## src/rtl/ahb_reset_sequencer_pkg.sv

```systemverilog
// Shared types and default parameters for the staged AHB reset sequencer.
// The sequencer walks the bus domains out of reset one at a time, in index order.
package ahb_reset_pkg;

   typedef enum logic [1:0] {
      ST_HOLD = 2'd0,
      ST_WAIT = 2'd1,
      ST_GAP  = 2'd2,
      ST_DONE = 2'd3
   } seq_state_e;

   localparam int DEF_NUM_DOMAINS    = 4;
   localparam int DEF_HOLD_CYCLES    = 16;
   localparam int DEF_GAP_CYCLES     = 8;
   localparam int DEF_TIMEOUT_CYCLES = 256;

   // The shared counter must be wide enough for the longest of the three intervals.
   function automatic int max3(input int a, input int b, input int c);
      int m;
      m = a;
      if (b > m) begin
         m = b;
      end else begin
         m = m;
      end
      if (c > m) begin
         m = c;
      end else begin
         m = m;
      end
      return m;
   endfunction

endpackage

```

## src/rtl/ahb_reset_sequencer_if.sv

```systemverilog
// Reset-control bundle between the sequencer (slave side) and the bus
// domains it releases (master side).
interface ahb_reset_sequencer_if #(
   parameter int NUM_DOMAINS = 4
) ();

   logic                   SoftRstReq;
   logic [NUM_DOMAINS-1:0] DomReady;
   logic [NUM_DOMAINS-1:0] HRESETn;
   logic                   SeqDone;
   logic                   TimeoutErr;

   modport slave (
      input  SoftRstReq,
      input  DomReady,
      output HRESETn,
      output SeqDone,
      output TimeoutErr
   );

   modport master (
      output SoftRstReq,
      output DomReady,
      input  HRESETn,
      input  SeqDone,
      input  TimeoutErr
   );

endinterface

```

## src/rtl/ahb_reset_sequencer_por_sync.sv

```systemverilog
// Power-on reset synchroniser: asserts immediately with POReset, releases
// two HCLK edges after POReset falls.
module por_sync (
   input  logic HCLK,
   input  logic POReset,
   output logic sync_rst
);

   logic [1:0] sync_r;

   // Two-stage shift register, preset to 1 so the release is metastability-filtered.
   always_ff @(posedge HCLK or posedge POReset) begin
      if (POReset) begin
         sync_r <= 2'b11;
      end else begin
         sync_r <= {sync_r[0], 1'b0};
      end
   end

   assign sync_rst = sync_r[1];

endmodule

```

## src/rtl/ahb_reset_sequencer.sv

```systemverilog
// Staged reset release: holds every domain in reset, then releases them one by
// one, each release waiting for that domain's ready or a timeout.
module ahb_reset_sequencer
   import ahb_reset_pkg::*;
#(
   parameter int NUM_DOMAINS    = DEF_NUM_DOMAINS,
   parameter int HOLD_CYCLES    = DEF_HOLD_CYCLES,
   parameter int GAP_CYCLES     = DEF_GAP_CYCLES,
   parameter int TIMEOUT_CYCLES = DEF_TIMEOUT_CYCLES
) (
   input  logic                 HCLK,
   input  logic                 POReset,
   ahb_reset_sequencer_if.slave bus
);

   localparam int CNT_MAX = max3(HOLD_CYCLES, GAP_CYCLES, TIMEOUT_CYCLES);
   localparam int CNT_W   = $clog2(CNT_MAX + 1);
   localparam int IDX_W   = (NUM_DOMAINS > 1) ? $clog2(NUM_DOMAINS) : 1;

   localparam logic [CNT_W-1:0] CNT_ZERO  = CNT_W'(0);
   localparam logic [CNT_W-1:0] CNT_ONE   = CNT_W'(1);
   localparam logic [CNT_W-1:0] HOLD_LAST = CNT_W'(HOLD_CYCLES - 1);
   localparam logic [CNT_W-1:0] GAP_LAST  = CNT_W'(GAP_CYCLES - 1);
   localparam logic [CNT_W-1:0] TO_LAST   = CNT_W'(TIMEOUT_CYCLES - 1);
   localparam logic [IDX_W-1:0] IDX_ZERO  = IDX_W'(0);
   localparam logic [IDX_W-1:0] IDX_ONE   = IDX_W'(1);
   localparam logic [IDX_W-1:0] IDX_LAST  = IDX_W'(NUM_DOMAINS - 1);

   logic                   sync_rst_s;
   seq_state_e             state_r, state_nxt_s;
   logic [CNT_W-1:0]       cnt_r, cnt_nxt_s;
   logic [IDX_W-1:0]       idx_r, idx_nxt_s, idx_inc_s;
   logic [NUM_DOMAINS-1:0] hresetn_r, hresetn_nxt_s, release_mask_s;
   logic                   seq_done_r, seq_done_nxt_s;
   logic                   timeout_err_r, timeout_err_nxt_s;
   logic                   dom_ready_s;
   logic                   soft_restart_s;

   por_sync u_por_sync (
      .HCLK     (HCLK),
      .POReset  (POReset),
      .sync_rst (sync_rst_s)
   );

   assign idx_inc_s      = idx_r + IDX_ONE;
   assign soft_restart_s = bus.SoftRstReq && (state_r != ST_HOLD);

   // Index decode: the ready bit of the awaited domain and the next domain's release bit.
   always_comb begin
      dom_ready_s    = 1'b0;
      release_mask_s = {NUM_DOMAINS{1'b0}};
      for (int i = 0; i < NUM_DOMAINS; i++) begin
         dom_ready_s       = dom_ready_s | (bus.DomReady[i] & (IDX_W'(i) == idx_r));
         release_mask_s[i] = (IDX_W'(i) == idx_inc_s);
      end
   end

   // Sequencer next-state logic; soft reset outranks ready, ready outranks timeout.
   always_comb begin
      state_nxt_s       = state_r;
      cnt_nxt_s         = cnt_r;
      idx_nxt_s         = idx_r;
      hresetn_nxt_s     = hresetn_r;
      seq_done_nxt_s    = seq_done_r;
      timeout_err_nxt_s = timeout_err_r;

      if (soft_restart_s) begin
         state_nxt_s       = ST_HOLD;
         cnt_nxt_s         = CNT_ZERO;
         idx_nxt_s         = IDX_ZERO;
         hresetn_nxt_s     = {NUM_DOMAINS{1'b0}};
         seq_done_nxt_s    = 1'b0;
         timeout_err_nxt_s = 1'b0;
      end else begin
         case (state_r)
            ST_HOLD: begin
               hresetn_nxt_s  = {NUM_DOMAINS{1'b0}};
               seq_done_nxt_s = 1'b0;
               idx_nxt_s      = IDX_ZERO;
               // A held soft request pins the counter, stretching the hold.
               if (sync_rst_s || bus.SoftRstReq) begin
                  cnt_nxt_s = CNT_ZERO;
               end else if (cnt_r == HOLD_LAST) begin
                  hresetn_nxt_s[0] = 1'b1;
                  cnt_nxt_s        = CNT_ZERO;
                  state_nxt_s      = ST_WAIT;
               end else begin
                  cnt_nxt_s = cnt_r + CNT_ONE;
               end
            end

            ST_WAIT: begin
               if (dom_ready_s || (cnt_r == TO_LAST)) begin
                  timeout_err_nxt_s = timeout_err_r | ~dom_ready_s;
                  cnt_nxt_s         = CNT_ZERO;
                  if (idx_r == IDX_LAST) begin
                     state_nxt_s    = ST_DONE;
                     seq_done_nxt_s = 1'b1;
                  end else begin
                     state_nxt_s = ST_GAP;
                  end
               end else begin
                  cnt_nxt_s = cnt_r + CNT_ONE;
               end
            end

            ST_GAP: begin
               if (cnt_r == GAP_LAST) begin
                  idx_nxt_s     = idx_inc_s;
                  hresetn_nxt_s = hresetn_r | release_mask_s;
                  cnt_nxt_s     = CNT_ZERO;
                  state_nxt_s   = ST_WAIT;
               end else begin
                  cnt_nxt_s = cnt_r + CNT_ONE;
               end
            end

            ST_DONE: begin
               seq_done_nxt_s = 1'b1;
            end

            default: begin
               state_nxt_s       = ST_HOLD;
               cnt_nxt_s         = CNT_ZERO;
               idx_nxt_s         = IDX_ZERO;
               hresetn_nxt_s     = {NUM_DOMAINS{1'b0}};
               seq_done_nxt_s    = 1'b0;
               timeout_err_nxt_s = 1'b0;
            end
         endcase
      end
   end

   // State, counter, index and output registers; POReset clears them without a clock.
   always_ff @(posedge HCLK or posedge POReset) begin
      if (POReset) begin
         state_r       <= ST_HOLD;
         cnt_r         <= CNT_ZERO;
         idx_r         <= IDX_ZERO;
         hresetn_r     <= {NUM_DOMAINS{1'b0}};
         seq_done_r    <= 1'b0;
         timeout_err_r <= 1'b0;
      end else begin
         state_r       <= state_nxt_s;
         cnt_r         <= cnt_nxt_s;
         idx_r         <= idx_nxt_s;
         hresetn_r     <= hresetn_nxt_s;
         seq_done_r    <= seq_done_nxt_s;
         timeout_err_r <= timeout_err_nxt_s;
      end
   end

   assign bus.HRESETn    = hresetn_r;
   assign bus.SeqDone    = seq_done_r;
   assign bus.TimeoutErr = timeout_err_r;

endmodule

```

## src/flat_wrapper.sv

```systemverilog
// flat-port wrapper written by rule: the top's interface ports become plain ports
module ahb_reset_sequencer_flat import ahb_reset_pkg::*;
#(
   parameter int NUM_DOMAINS    = DEF_NUM_DOMAINS,
   parameter int HOLD_CYCLES    = DEF_HOLD_CYCLES,
   parameter int GAP_CYCLES     = DEF_GAP_CYCLES,
   parameter int TIMEOUT_CYCLES = DEF_TIMEOUT_CYCLES
)
  (HCLK, POReset, bus_SoftRstReq, bus_DomReady, bus_HRESETn, bus_SeqDone, bus_TimeoutErr);
  ahb_reset_sequencer_if #(.NUM_DOMAINS(NUM_DOMAINS)) bus_i ();
  input  logic HCLK;
  input  logic POReset;
  input wire logic [$bits(bus_i.SoftRstReq)-1:0] bus_SoftRstReq;
  input wire logic [$bits(bus_i.DomReady)-1:0] bus_DomReady;
  output wire logic [$bits(bus_i.HRESETn)-1:0] bus_HRESETn;
  output wire logic [$bits(bus_i.SeqDone)-1:0] bus_SeqDone;
  output wire logic [$bits(bus_i.TimeoutErr)-1:0] bus_TimeoutErr;
  assign bus_i.SoftRstReq = bus_SoftRstReq;
  assign bus_i.DomReady = bus_DomReady;
  assign bus_HRESETn = bus_i.HRESETn;
  assign bus_SeqDone = bus_i.SeqDone;
  assign bus_TimeoutErr = bus_i.TimeoutErr;
  ahb_reset_sequencer #(.NUM_DOMAINS(NUM_DOMAINS), .HOLD_CYCLES(HOLD_CYCLES), .GAP_CYCLES(GAP_CYCLES), .TIMEOUT_CYCLES(TIMEOUT_CYCLES)) u_core (.HCLK(HCLK), .POReset(POReset), .bus(bus_i));
endmodule
```

## config.mk

```make
export PLATFORM = sky130hd
export DESIGN_NAME = ahb_reset_sequencer_flat
export DESIGN_NICKNAME = d
export VERILOG_FILES = /design/src/rtl/ahb_reset_sequencer_pkg.sv /design/src/rtl/ahb_reset_sequencer_if.sv /design/src/rtl/ahb_reset_sequencer_por_sync.sv /design/src/rtl/ahb_reset_sequencer.sv /design/src/flat_wrapper.sv
export SDC_FILE = /design/constraint.sdc
export NUM_CORES = 1
export LEC_CHECK = 0
export CORE_AREA = 2 2 68 54
export DETAILED_ROUTE_END_ITERATION = 16
export DIE_AREA = 0 0 70 56
export GPL_TIMING_DRIVEN = 0
export PLACE_DENSITY_LB_ADDON = 0.1
export RECOVER_POWER = 50
export SLEW_MARGIN = 20
export SYNTH_ARGS = -nofsm -noshare
export SYNTH_HDL_FRONTEND = slang
export SYNTH_SLANG_ARGS = --single-unit
export TNS_END_PERCENT = 10
```

## constraint.sdc

```tcl
create_clock -name HCLK -period 2.27 [get_ports HCLK]
set_input_delay 0.227 -clock HCLK [delete_from_list [all_inputs] [get_ports HCLK]]
set_output_delay 0.227 -clock HCLK [all_outputs]
set_load 0.03 [all_outputs]
```

==> results list <==
- The number of placed instances, taps included, is 185.
* Highest clock frequency the design can meet: 453 MHz
- After global routing, the most crowded layer is met1.
- The share of total power dissipated in combinational logic is 0.067.
- For hold timing, the worst endpoint is u_core.u_por_sync.sync_r[1].
* Area of the mapped netlist: 1240 sq um
- Remaining DRCs: 0
- Cells after synthesis: 133
- In this run the core area contains 18 standard-cell rows.
* Number of diodes: 0
- Entering global routing, the biggest net connects 22 pins.
- Ranked by total cell area, the synthesized netlist is headed by sky130_fd_sc_hd__dfrtp_1 38%, sky130_fd_sc_hd__ha_1 10%, sky130_fd_sc_hd__dfstp_2 4.2%.
- For this run, the number of Yosys warnings is 0.
- In the final layout, the multi-input gates occupy 736 sq um.
- Total area of sequential cells: 529 sq um
* Placement-stage cell area: 1410 sq um
- Final setup skew: 0.00639 ns
- Number of hold-slack violations in the final timing report: 0
* Nets: 174
* First-pass GRT wire length: 5100 um
- Measured along the y axis, the die boundary spans 56 um.
* Max transition margin: 0.430
* Kind of start point of the critical path: flop
* Half-perimeter wire length after detailed placement: 2030 um
* Final wirelength: 2950 um
- Die X: 70 um
* Number of flops mapped to enable cells by yosys: 0
- Clock tree buffer depth: 2
* Portion of synthesized cell area occupied by the leading cell type: 0.383
- Compared with the post-synthesis result, the final layout area differs by 27.3%.
* Worst ir drop on vdd: 0.000295 V
- At the end of routability-driven placement, the weighted congestion stood at 0.810.
- Vias in the first global route: 1045
- Post-layout min period: 2.21 ns
- Setup repair after global routing could not meet its margin everywhere.
- Cell taking the most area after synthesis: sky130_fd_sc_hd__dfrtp_1
- Flop pwr share: 0.554
- The most used flip-flop cell after synthesis is sky130_fd_sc_hd__dfrtp_1.
* Full die area: 3920 sq um
- In the global route stage, met3 resource usage came out at 0.0489.
* GR Layer Usage met1: 0.253
* Root buffer cell: sky130_fd_sc_hd__clkbuf_8
- Clock Power Share: 0.379
- Global route overflow: 0
- For this run, the total global-route usage over all layers was measured as 0.163.
- Later-pin clock latency in the skew report: 0.27 ns
- Most common cell after layout, fill and taps aside: sky130_fd_sc_hd__dfrtp_1
- TritonCTS buffer count: 3
* Hold_sp: u_core.u_por_sync.sync_r[0]
* CP Data Arrival Time: 2.36 ns
- After filler insertion, the fill cell instance count of the layout stands at 320.
- Overall power after layout: 688 uW
- Number of max-slew violations in the final report: 0
* Worst reg2reg startpoint: u_core.cnt_r[1]
* Number of instances on the worst hold path: 0
- CTS saw 21 sinks.
- Counting every net in the synthesized netlist gives 150.
* Fraction of final layout cells sized beyond drive strength 1: 0.173
- Crit. End Element: flop
* Switching Share: 0.237
- Met2 Resource Use GR: 0.222
- Worst setup slack for register-to-register paths: 0.06 ns
- Of the synthesized area, sequential elements account for 0.425.
* Core outline area: 3200 sq um
* Worst hold-check path type: flop to flop
- Vias per std cell: 5.41
- Port buffering added 12 buffers.
- Leading cell types in the layout, fill and taps excluded: 18 x sky130_fd_sc_hd__dfrtp_1, 13 x sky130_fd_sc_hd__nor2_1, 11 x sky130_fd_sc_hd__inv_1, 11 x sky130_fd_sc_hd__clkdlybuf4s50_1
- Slew of the pin with the lowest slew margin: 0.853 ns
- Vias post-DR: 1060
* MaxCap Viol Count: 0
- Post-DR wirelength/cell: 15.1 um
- Proportion of synthesized flip-flops having asynchronous set or reset: 1.00
* Remaining antenna violation count after routing: 0
* Endpoint required time on the critical path: 2.42 ns
- For this design the top-level I/O count stands at 13.
- TritonCTS built the clock tree.
- The synthesized design contains 21 register bits.
- In this run the worst path has a maximum fanout of 6.
* Net switching power: 163 uW
- Power spread over the standard cell area amounts to 436 nW/um^2.
* Finished Layout Cells: 196
- Category of the critical setup timing path: flop to flop
* Number of levels the H-tree was split into: 1
* Number of antenna violations at the first check in global routing: 0
- After routing the design area is 1580 sq um.
- The detailed router finished its first iteration with 79 violations.
- Measured on the finished design, the core utilization comes to 0.494.
- Average size of a mapped cell: 9.33 sq um
- Number of search-and-repair iterations in the first detailed-routing pass: 4
- The endpoint identified for the worst register-to-register timing path is u_core.cnt_r[1].
- Synth cell types: 36
- Of the available clock period, the critical path in the final layout requires 0.973.
* Clock input transition at the sequential cells of the worst setup and hold paths: 0.08 ns
- Cell internal power was estimated by the tool at 525 uW.
* Depth of the most critical reg-to-reg path: 10
* Result of the run: finished, final reports clean
- Total leakage power: 0.646 nW
- Effective utilization at floorplan: 0.388
- Number of failing setup endpoints in the final timing report: 0
-- synth_stat cells (all sizes together) (4+ instances only) --
| cell | instances |
|---|---|
| dfrtp | 19 |
| nor2 | 14 |
| inv | 11 |
| ha | 10 |
| nand2 | 8 |
| o21ai | 8 |
| a21oi | 7 |
| nand3 | 7 |
| nor3 | 5 |
| o31ai | 5 |
| and3 | 4 |
-- worst max-delay path by stage --
stage,cells after the start,start,to
after floorplan,10,u_core.cnt_r[0],u_core.cnt_r[3]
after CTS,10,u_core.cnt_r[1],u_core.cnt_r[3]
after global routing,10,u_core.cnt_r[1],u_core.cnt_r[3]
after global placement,10,u_core.cnt_r[0],u_core.cnt_r[3]
final,10,u_core.cnt_r[1],u_core.cnt_r[1]
after detailed placement,10,u_core.cnt_r[0],u_core.cnt_r[3]
-- flip-flops by register name, summed over array words and instances (netlist names) --
register,count
u_core.state_r,2
u_core.cnt_r,9
u_core.u_por_sync.sync_r,2
u_core.idx_r,2
u_core.bus.HRESETn,4
u_core.bus.SeqDone,1
u_core.bus.TimeoutErr,1
-- stage by stage --
stage | setup TNS (ns) | hold slack (ns) | setup slack [ns]
floorplan | 0 | 0.202 | 0.0987
global placement | -2.65 | 0.347 | -0.445
detailed placement | -2.88 | 0.349 | -0.472
CTS | 0 | 0.361 | 0.00386
global route | -0.270 | 0.362 | -0.0522
finish | 0 | 0.360 | 0.0614
-- area by class of cell --
cell class / count / area share
inverter: 11 / 0.0261
clock buffer: 3 / 0.0261
tap: 40 / 0.0317
timing repair buffer: 19 / 0.109
multi-input combinational: 100 / 0.466
buffer: 1 / 0.00317
clock inverter: 1 / 0.00317
sequential: 21 / 0.335
-- power groups by stage --
stage                     combinational [mW]  clock (mW)  sequential, mW
after floorplan                       0.0141           0           0.388
after global routing                  0.0512       0.281           0.382
after CTS                             0.0399       0.268           0.381
after detailed placement              0.0320           0           0.388
after global placement                0.0313           0           0.388
final                                 0.0463       0.261           0.382
-- what timing repair did --
action	in CTS	in global routing
setup endpoints to repair	8	12
pin swaps	4	4
hold buffers	0	0
endpoints found under the hold margin	0	0
gates resized for setup	9	13
setup buffers	3	4
-- critical path, stage by stage (launching register included) --
cell,delay (ns)
sky130_fd_sc_hd__dfrtp_1,0.40
sky130_fd_sc_hd__ha_4,0.17
sky130_fd_sc_hd__nand3_2,0.10
sky130_fd_sc_hd__or2_4,0.28
sky130_fd_sc_hd__nor2_2,0.13
sky130_fd_sc_hd__ha_2,0.20
sky130_fd_sc_hd__inv_1,0.06
sky130_fd_sc_hd__and3_1,0.18
sky130_fd_sc_hd__o21ai_2,0.20
sky130_fd_sc_hd__a2bb2oi_4,0.25
sky130_fd_sc_hd__o21ai_0,0.11
-- logic make-up after synthesis --
kind of cell	count (synthesis)	share of synthesized area
AO/OA/AOI/OAI	37	0.215
XOR/XNOR	1	0.00706
adder cells (fa/ha/maj)	10	0.101
buffers and inverters	12	0.0363
flip-flops	21	0.425
other	1	0.00302
AND/OR/NAND/NOR	51	0.213
-- per-layer routing --
metal	wire (um)	up-vias	share of wire
met3	122	2	0.041
met5	0	-	0
met4	13	0	0.0044
li1	-	528	-
met1	1620	506	0.55
met2	1190	24	0.40
Power figures use the tool's default switching activity.
